## config.mk

```make
export PLATFORM = sky130hd
export DESIGN_NAME = serial_subtractor
export DESIGN_NICKNAME = d
export VERILOG_FILES = /design/src/rtl/serial_subtractor.sv
export SDC_FILE = /design/constraint.sdc
export NUM_CORES = 1
export LEC_CHECK = 0
export ABC_AREA = 1
export CELL_PAD_IN_SITES_DETAIL_PLACEMENT = 1
export CELL_PAD_IN_SITES_GLOBAL_PLACEMENT = 1
export CORE_ASPECT_RATIO = 0.7
export CORE_MARGIN = 2
export CORE_UTILIZATION = 38
export DETAILED_ROUTE_END_ITERATION = 16
export GPL_TIMING_DRIVEN = 0
export PLACE_DENSITY = 0.76
export SLEW_MARGIN = 20
export SYNTH_ARGS = -nofsm -noshare
export SYNTH_HDL_FRONTEND = slang
export SYNTH_SLANG_ARGS = --single-unit
```

## constraint.sdc

```tcl
create_clock -name clk -period 2.1 [get_ports clk]
set_input_delay 0.42 -clock clk [delete_from_list [all_inputs] [get_ports clk]]
set_output_delay 0.42 -clock clk [all_outputs]
set_load 0.02 [all_outputs]
```

## src/rtl/serial_subtractor.sv

```systemverilog
// ---------------------------------------------------------------------------
// serial_subtractor
//
// Bit-serial two's-complement subtractor. Computes a - b - borrow_in one bit
// per clock, LSB first, through a single full-subtractor cell whose borrow is
// carried from bit to bit in a flop.
//
// Handshake: start is accepted in IDLE or DONE. busy is high for the WIDTH
// cycles of the run, and done pulses for one cycle when the result registers
// update. diff/borrow_out/overflow hold the last completed result and change
// only on the completion edge.
//
// Ports
//   clk        rising-edge clock
//   rst_n      asynchronous active-low reset
//   start      operation request (ignored while busy)
//   a          minuend, latched on an accepted start
//   b          subtrahend, latched on an accepted start
//   borrow_in  initial borrow, latched on an accepted start
//   busy       high while the serial run is in progress
//   done       one-cycle pulse when a new result is valid
//   diff       result of the last completed operation
//   borrow_out final borrow (unsigned a < b + borrow_in)
//   overflow   signed overflow of the last completed operation
// ---------------------------------------------------------------------------
module serial_subtractor #(
  parameter int WIDTH = 8
) (
  input  logic             clk,
  input  logic             rst_n,
  input  logic             start,
  input  logic [WIDTH-1:0] a,
  input  logic [WIDTH-1:0] b,
  input  logic             borrow_in,
  output logic             busy,
  output logic             done,
  output logic [WIDTH-1:0] diff,
  output logic             borrow_out,
  output logic             overflow
);

  localparam int CNT_W = $clog2(WIDTH);
  localparam logic [CNT_W-1:0] LAST_BIT = CNT_W'(WIDTH - 1);

  typedef enum logic [1:0] {
    IDLE = 2'd0,
    RUN  = 2'd1,
    DONE = 2'd2
  } state_t;

  state_t state;
  state_t stateNext;

  logic [WIDTH-1:0] aShift;
  logic [WIDTH-1:0] bShift;
  logic [WIDTH-1:0] resShift;
  logic             borFlop;
  logic [CNT_W-1:0] bitCnt;

  logic accept;
  logic lastBit;
  logic aBit;
  logic bBit;
  logic dBit;
  logic borNext;

  // New operands are only taken when no run is in flight.
  assign accept  = start && ((state == IDLE) || (state == DONE));
  assign lastBit = (state == RUN) && (bitCnt == LAST_BIT);

  // Full-subtractor cell on the current LSBs of the operand shifters.
  assign aBit    = aShift[0];
  assign bBit    = bShift[0];
  assign dBit    = aBit ^ bBit ^ borFlop;
  assign borNext = (~aBit & bBit) | (~(aBit ^ bBit) & borFlop);

  // State register
  always_ff @(posedge clk or negedge rst_n) begin
    if (!rst_n) begin
      state <= IDLE;
    end else begin
      state <= stateNext;
    end
  end

  // Next-state logic
  always_comb begin
    stateNext = state;
    case (state)
      IDLE:    if (start) stateNext = RUN;
      RUN:     if (lastBit) stateNext = DONE;
      DONE:    stateNext = start ? RUN : IDLE;
      default: stateNext = IDLE;
    endcase
  end

  // Output decode
  always_comb begin
    busy = (state == RUN);
    done = (state == DONE);
  end

  // Serial datapath and result registers
  always_ff @(posedge clk or negedge rst_n) begin
    if (!rst_n) begin
      aShift     <= '0;
      bShift     <= '0;
      resShift   <= '0;
      borFlop    <= 1'b0;
      bitCnt     <= '0;
      diff       <= '0;
      borrow_out <= 1'b0;
      overflow   <= 1'b0;
    end else if (accept) begin
      aShift  <= a;
      bShift  <= b;
      borFlop <= borrow_in;
      bitCnt  <= '0;
    end else if (state == RUN) begin
      aShift   <= aShift >> 1;
      bShift   <= bShift >> 1;
      borFlop  <= borNext;
      resShift <= {dBit, resShift[WIDTH-1:1]};
      bitCnt   <= bitCnt + 1'b1;
      if (lastBit) begin
        // On the last bit the shifter LSBs are the operand MSBs and dBit is
        // the result MSB, so the overflow rule can use them directly.
        diff       <= {dBit, resShift[WIDTH-1:1]};
        borrow_out <= borNext;
        overflow   <= (aBit != bBit) && (dBit != aBit);
      end
    end
  end

endmodule

```

# == Word-level counts from Yosys, hierarchy flattened ==
# Cells that the tools add are included.
# totals
reg_bits,40
in_bits,20
output_inout_bits,12
# op_classes
add_sub_neg,1
n_eq_ne,7
mux,12
bitwise,8
n_reduce_logical,9
# ops
op,count
8-bit two-way mux,4
3-bit two-way mux,2
2-bit one-hot mux with 3 select lines,1
2-bit two-way mux,2
2-bit AND reduction,2
"3-bit by 1-bit adder with 3-bit output, second input constant",1
"3-bit equality test, second input constant",1
1-bit logical AND,3
1-bit two-way mux,3
1-bit NOT,3
3-bit AND reduction,1
1-bit AND,2
"2-bit by 1-bit equality test with 1-bit output, second input constant",1
"2-bit equality test, second input constant",1
2-bit zero test,1
1-bit != test,2
"2-bit by 1-bit != test with 1-bit output, second input constant",1
"2-bit != test, second input constant",1
2-bit nonzero test,1
1-bit bitwise XOR,2
1-bit logical OR,1
1-bit OR,1

# == Logic depth before layout (Yosys ltp) ==
# Gate-level depths: netlist of the first run.
# depth
word_depth,6
ltp_mapped,8
mapped_depth_nobuf,6

# == Worst setup path after synthesis of the first run ==
# No wires, ideal clock.
# synth_path
path_type,flip-flop to flip-flop
start,reg aShift[0]
end,reg overflow
setup_ns,0.117
arrival_time_ns,1.343
t_required_ns,1.983
slack_ns,0.640
stages_incl_launch_ff,6
n_path_buf,0
synth_period_minus_slack_ns,1.460
path_cell_list,dfrtp_1 -> inv_1 -> fa_1 -> or2_2 -> nand3_1 -> nand2_1
# synth_between
elab_chain_len,4
# synth_lines
element,line_no,text
from (decl),54,logic [WIDTH-1:0] aShift;
from (signal assigned),120,aShift <= aShift >> 1;
1-bit bitwise XOR (2 in a row),74,assign dBit = aBit ^ bBit ^ borFlop;
1-bit != test,130,overflow <= (aBit != bBit) && (dBit != aBit);
1-bit logical AND (*),130,
to (signal assigned),130,
to (decl),39,output logic overflow
# Every way passes the cells marked *; elsewhere a longest branch is shown, timed or not.
# A chain may end at the register's enable or synchronous reset.

# == Worst setup path after layout of the first run ==
# layout_path
start,reg state[0]
end,out done
# layout_between
elab_chain_len,1
# layout_lines
element,line_no,text
from (decl),51,state_t state;
from (signal assigned),82,state <= stateNext;
2-bit equality test,100,done = (state == DONE);
to (decl),36,"output logic done,"
# No other way between the ends.

==> results_dict.tcl, run 1 <==
set metrics [dict create \
    die_h_um 62.19 \
    io_buffer_count 31 \
    netlist_area_sq_um 1838 \
    p_leak_nw 1.243 \
    yosysTopAreaCellShare 0.5310 \
    finalCritPeriodShare 0.9360 \
    synth-xor-area-share 0 \
    final_hold_viol_count 0 \
    grt_max_degree 28 \
    synth.distinct_cells 20 \
    grt-ovfl-total 0 \
    hold_buffers 0 \
    cp_max_fo 10 \
    core_area_sq_um 4730 \
    synth_top_area_cell "dfrtp_1" \
    cts_sinks 39 \
    synth.area.mux_share 0 \
    drv_cap 0 \
    start_util 0.3886 \
    drt_iter0_markers 39 \
    finalWirelength_mm 4.130 \
    layout.nets 286 \
    cts_buffers 5 \
    fmax_ghz 0.5087 \
    avgSynthCellArea_sq_um 8.242 \
    ys_seq_area_frac 0.5310 \
    routed-via-count 1471 \
    period_minus_slack_ps 1966 \
    cts_root_buffer "clkbuf_8" \
    ys_ff_latch 39 \
    syn2layout_area_growth_pct 27.91 \
    tightest_slew_ps 388.7 \
    path_clk_slew_ps 80 \
    p_per_area_nw_per_um2 1512 \
    crit_chain "buf_4 -> nor2_1 -> clkdlybuf4s50_1" \
    htree_levels 2 \
    worst_slack_ps 134.3 \
    synth_top_family_by_area "simple AND/OR/NAND/NOR gates" \
    path_delay_family "buffers and inverters" \
    critPathRequiredTime_ps 1680 \
    ioPinCount 32 \
    wl_per_cell_um 12.91 \
    clockBufferDepth 2 \
    grt_antenna_before_repair 0 \
    crit_slowest_cell "clkdlybuf4s50_1" \
    antenna_left 0 \
    synth_edf_count 0 \
    grt_pass1_wl_mm 7.320 \
    rsz0062_at_grt "false" \
    end_kind "output port" \
    hold_class "primary input to async pin" \
    numPlacedInstances 312 \
    diodes 0 \
    status "finished, final reports clean" \
    slew_viol_final 0 \
    relSlewSlack 0.7406 \
    synth-adder-area-share 0.03131 \
    ys_warn_count 0 \
    first_global_vias 1507 \
    syn_inst 223 \
    ys.flop_type "dfrtp_1" \
    yosysMostFrequentCell "nand2_1" \
    first_pass_iters 4 \
    crit_arrival_ps 1550 \
    clk_latency_ps 290 \
    cts_tree "built" \
    setup_violations 0 \
    gp_congestion 0.7434 \
    ys_top_cells_by_count "100 x nand2_1, 39 x dfrtp_1, 29 x inv_1" \
    yosys.area_share.simple 0.2832 \
    grt_util_all_layers 0.1809 \
    final_area_sq_um 2351 \
    place_area_sq_um 2235 \
    synth-compound-area-share 0.06059 \
    via_per_inst 4.597 \
    skew_ps 5.111 \
    async_flop_share 1.000 \
    cp-start-kind "flop" \
    hold_slack_ps 16.48 \
    post-route-drc-count 0 \
    die_x_um 87.13 \
    ys_top_cells_by_area "dfrtp_1 53%, nand2_1 20%, inv_1 5.9%" \
    rows 21 \
    layout-drive-gt1-share 0.1255 \
    die-area_sq_um 5418 \
    slowest_delay_ps 600 \
    hpwl_mm 3.047 \
    path_buf_inv 2 \
    max-vdd-ir-drop_mv 0.6085 \
    place_ws_ps 174.6 \
    synth_nets 247 \
    crit_type "flop to output port" \
    stdcell_count 320 \
]
worst register-to-register path, stage by stage, from the launching register on:
cell and delay (ps):
dfrtp_1 340, inv_1 90, fa_1 550, or2_2 320, nand3_1 80, nand2_1 50
cells in the final DEF (no fill, tap or decap), types with 2 or more instances in the layout:
cell type,instances
clkdlybuf4s50_1,29
dfrtp_1,39
nand2_4,2
o21ai_2,7
nor2_1,3
buf_4,2
buf_6,2
nand3_1,15
nand2_1,100
ha_1,3
inv_2,2
clkbuf_8,6
buf_2,3
inv_1,29
nand2_2,2
a21oi_1,2
o21ai_0,8
path summary, 6_finish.rpt:
path	slack [ps]	cells after the start	endpoint	startpoint
hold / removal	20	1	aShift[2]$_DFFE_PN0P_	rst_n
setup / recovery	130	3	done	state[0]$_DFFE_PN0P_
min in group clk	480	2	aShift[4]$_DFFE_PN0P_	aShift[4]$_DFFE_PN0P_
setup reg to reg	550	5	overflow$_DFFE_PN0P_	aShift[0]$_DFFE_PN0P_
max in group asynchronous	1640	2	bShift[3]$_DFFE_PN0P_	rst_n
hold reg to reg	480	2	aShift[4]$_DFFE_PN0P_	aShift[4]$_DFFE_PN0P_
stage by stage:
stage                     utilization  total power [mW]  setup TNS, ps
after floorplan                     -             2.385              0
after global placement         0.4693             2.864         -16890
after detailed placement       0.4725             2.956              0
after CTS                      0.4971             3.613              0
after global routing           0.4971             3.917              0
final                          0.4971             3.554              0
area by class of cell:
| class | instances | area, sq um |
|---|---|---|
| multi-input cells | 146 | 689.4 |
| well taps | 57 | 71.32 |
| clock inverters | 2 | 35.03 |
| repair buffers | 32 | 324.1 |
| inverters | 32 | 125.1 |
| fillers | 579 | 2379 |
| plain buffers | 6 | 47.55 |
| flip-flops and latches | 39 | 975.9 |
| clock buffers | 6 | 82.58 |
sequential cells by signal (all words and copies together) (netlist names):
signal	cells
aShift	8
bitCnt	3
overflow	1
bShift	8
borrow_out	1
resShift	7
borFlop	1
state	2
diff	8
cells by family (layout without fill, tap and decap cells):
family / Yosys count / count (layout)
buffers and inverters: 38 / 78
AO/OA/AOI/OAI: 17 / 17
flip-flops: 39 / 39
adder cells (fa/ha/maj): 4 / 4
AND/OR/NAND/NOR: 125 / 125
power by group:
part	internal, mW	switching [mW]	leakage (nW)
combinational	0.640	0.983	0.694
sequential	1.10	0.190	0.488
clock	0.384	0.258	0.0612
total	2.12	1.43	1.24
layer usage:
metal | global-route usage | vias to the layer above | part of all wire | wire length [um]
li1 | - | 750 | - | -
met1 | 0.2588 | 685 | 0.51 | 2095
met2 | 0.2500 | 28 | 0.43 | 1788
met3 | 0.05585 | 8 | 0.042 | 175
met4 | 0.08269 | 0 | 0.017 | 71
met5 | 0 | - | 0 | 0
repair_timing:
item / in CTS / in global routing
setup buffers: 0 / 0
endpoints found under the setup margin: 1 / 0
resized for setup: 1 / 0
(Power assumes the default switching activity.)
==> run 2, diff against run 1 <==
- ABC_AREA: 1 -> default
- CORE_UTILIZATION: 38 -> 39
==> results_dict.tcl, run 2 <==
set metrics [dict create \
    rows 19 \
    synth_edf_count 0 \
    final_hold_viol_count 0 \
    cts_root_buffer "clkbuf_8" \
    ys_top_cells_by_count "47 x nand2_1, 39 x dfrtp_1, 13 x nor2_1" \
    synth_top_area_cell "dfrtp_1" \
    crit_type "flop to output port" \
    cts_buffers 5 \
    status "finished, final reports clean" \
    netlist_area_sq_um 1654 \
    slew_viol_final 0 \
    grt_antenna_before_repair 0 \
    synth-compound-area-share 0.09607 \
    cts_setup_buffers 0 \
    largest_registers "aShift (8), bShift (8), diff (8)" \
    crit_chain "and2b_1 -> clkdlybuf4s50_1" \
    syn2layout_area_growth_pct 28.82 \
    gp_congestion 0.7769 \
    path_clk_slew_ps 70 \
    setup_violations 0 \
    yosys.area_share.simple 0.1717 \
    crit_slowest_cell "clkdlybuf4s50_1" \
    grt_util_all_layers 0.1850 \
    ioPinCount 32 \
    die_h_um 58.49 \
    clk_latency_ps 290 \
    ys.flop_type "dfrtp_1" \
    ys_top_cells_by_area "dfrtp_1 59%, nand2_1 11%, mux2_2 5.4%" \
    slowest_delay_ps 600 \
    p_per_area_nw_per_um2 1524 \
    layout.cells.most_common "nand2_1" \
    io_buffer_count 31 \
    total_power_mw 3.248 \
    yosysTopAreaCellShare 0.5900 \
    yosysMostFrequentCell "nand2_1" \
    cts_sinks 39 \
    grt_max_degree 31 \
    most-common-layout-cells "47 x nand2_1, 39 x dfrtp_1, 29 x clkdlybuf4s50_1" \
    synth_nets 183 \
    synth-adder-area-share 0.03480 \
    layout-drive-gt1-share 0.1350 \
    first_pass_iters 4 \
    cts_tree "built" \
    ys_warn_count 0 \
    cp_max_fo 5 \
    critPathRequiredTime_ps 1680 \
    crit_arrival_ps 1510 \
    hpwl_mm 2.828 \
    post-route-drc-count 0 \
    start_util 0.4142 \
    wl_per_cell_um 15.12 \
    period_minus_slack_ps 1932 \
    via_per_inst 5.056 \
    max-vdd-ir-drop_mv 0.6471 \
    finalCritPeriodShare 0.9202 \
    relSlewSlack 0.6725 \
    die_x_um 81.84 \
    first_global_vias 1342 \
    fmax_ghz 0.5175 \
    p_leak_nw 0.9847 \
    synth_top_family_by_area "simple AND/OR/NAND/NOR gates" \
    ys_seq_area_frac 0.5900 \
    die-area_sq_um 4786 \
    ys_ff_latch 39 \
    routed-via-count 1274 \
    end_kind "output port" \
    skew_ps 5.334 \
    stdcell_count 252 \
    postLayoutCoreUtil 0.5335 \
    rsz0062_at_grt "false" \
    layout.nets 223 \
    finalWirelength_mm 3.810 \
    antenna_left 0 \
    synth.distinct_cells 27 \
    synth-xor-area-share 0.005295 \
    tightest_slew_ps 491.2 \
    avgSynthCellArea_sq_um 10.40 \
    diodes 0 \
    drv_cap 0 \
    async_flop_share 1.000 \
    hold_class "flop to flop" \
    core_area_sq_um 3994 \
    numPlacedInstances 243 \
    syn_inst 159 \
    clockBufferDepth 2 \
    drt_iter0_markers 58 \
    htree_levels 2 \
    cp-start-kind "flop" \
    grt-ovfl-total 0 \
    grt_pass1_wl_mm 6.520 \
    synth.area.mux_share 0.05446 \
]
run 2: cell types whose count changed after synthesis, sizes merged, moves of 2 or more:
cell    before  now
nand2      104   47
inv         32    3
nand3       15    3
a31oi        0   11
o21ai       15    4
mux2         0    8
nor2         5   13
a22o         0    3
buf          6    9
a22oi        0    2
nand2b       0    2
nor3         0    2
run 2: worst paths after layout:
check	cells past startpoint	startpoint	end	slack (ps)
worst min register to register	2	resShift[1]$_DFFE_PN0P_	resShift[1]$_DFFE_PN0P_	490
worst min-delay path	2	resShift[1]$_DFFE_PN0P_	resShift[1]$_DFFE_PN0P_	490
worst max register to register	5	bitCnt[0]$_DFFE_PN0P_	diff[6]$_DFFE_PN0P_	460
worst max-delay path	2	state[0]$_DFFE_PN0P_	done	170
max in group asynchronous	3	rst_n	aShift[3]$_DFFE_PN0P_	1130
min in group asynchronous	2	rst_n	bShift[7]$_DFFE_PN0P_	530
run 2: final cells by class:
type | count | area, sq um
timing repair buffer | 33 | 330.3
multi-input combinational | 107 | 599.3
tap | 52 | 65.06
buffer | 10 | 65.06
inverter | 3 | 13.76
clock inverter | 1 | 5.005
fill | 460 | 1863
clock buffer | 7 | 76.32
sequential | 39 | 975.9
run 2: cells by family (layout without fill, tap and decap cells):
family                     Yosys count  after routing
AOI/OAI and AO/OA                   24             24
xor gates and xnor gates             1              1
adders and majority gates            4              4
buffers and inverters               13             54
DFF                                 39             39
muxes                                8              8
and+or+nand+nor                     70             70
run 2: timing repair:
action                     4_1_cts  5_1_grt
hold buffers                     1        0
hold endpoints to repair         9        0
setup endpoints to repair        1        1
gates resized for setup          1        2
run 2: report_power, final:
part	switching [mW]	internal, mW	total [mW]	leakage (nW)
clock	0.252	0.233	0.485	0.0422
sequential	0.209	1.11	1.32	0.481
combinational	0.783	0.661	1.44	0.462
run 2: critical path: cells and delay by family, from the launching register on:
family / cells / cell delay (ps)
buffers and inverters: 1 / 600
flip-flops: 1 / 410
AND/OR/NAND/NOR: 1 / 220
run 2: through the flow:
stage | setup WS [ps] | hold slack, ps | cell area (sq um) | setup TNS [ps]
final | 167.6 | 488.5 | 2131 | 0
after global routing | 79.89 | 520.8 | 2131 | 0
after CTS | 12.69 | 487.1 | 2135 | 0
after detailed placement | 74.85 | 296.9 | 2044 | 0
after global placement | -302.6 | 458.0 | 2029 | -11720
after floorplan | 586.8 | 124.4 | 1654 | 0
run 2: routing by layer:
layer | share of wire | track usage | wire length [um]
met1 | 0.48 | 0.2523 | 1814
met2 | 0.47 | 0.2799 | 1797
met3 | 0.037 | 0.05521 | 142
met4 | 0.014 | 0.07143 | 55
met5 | 0 | 0 | 0
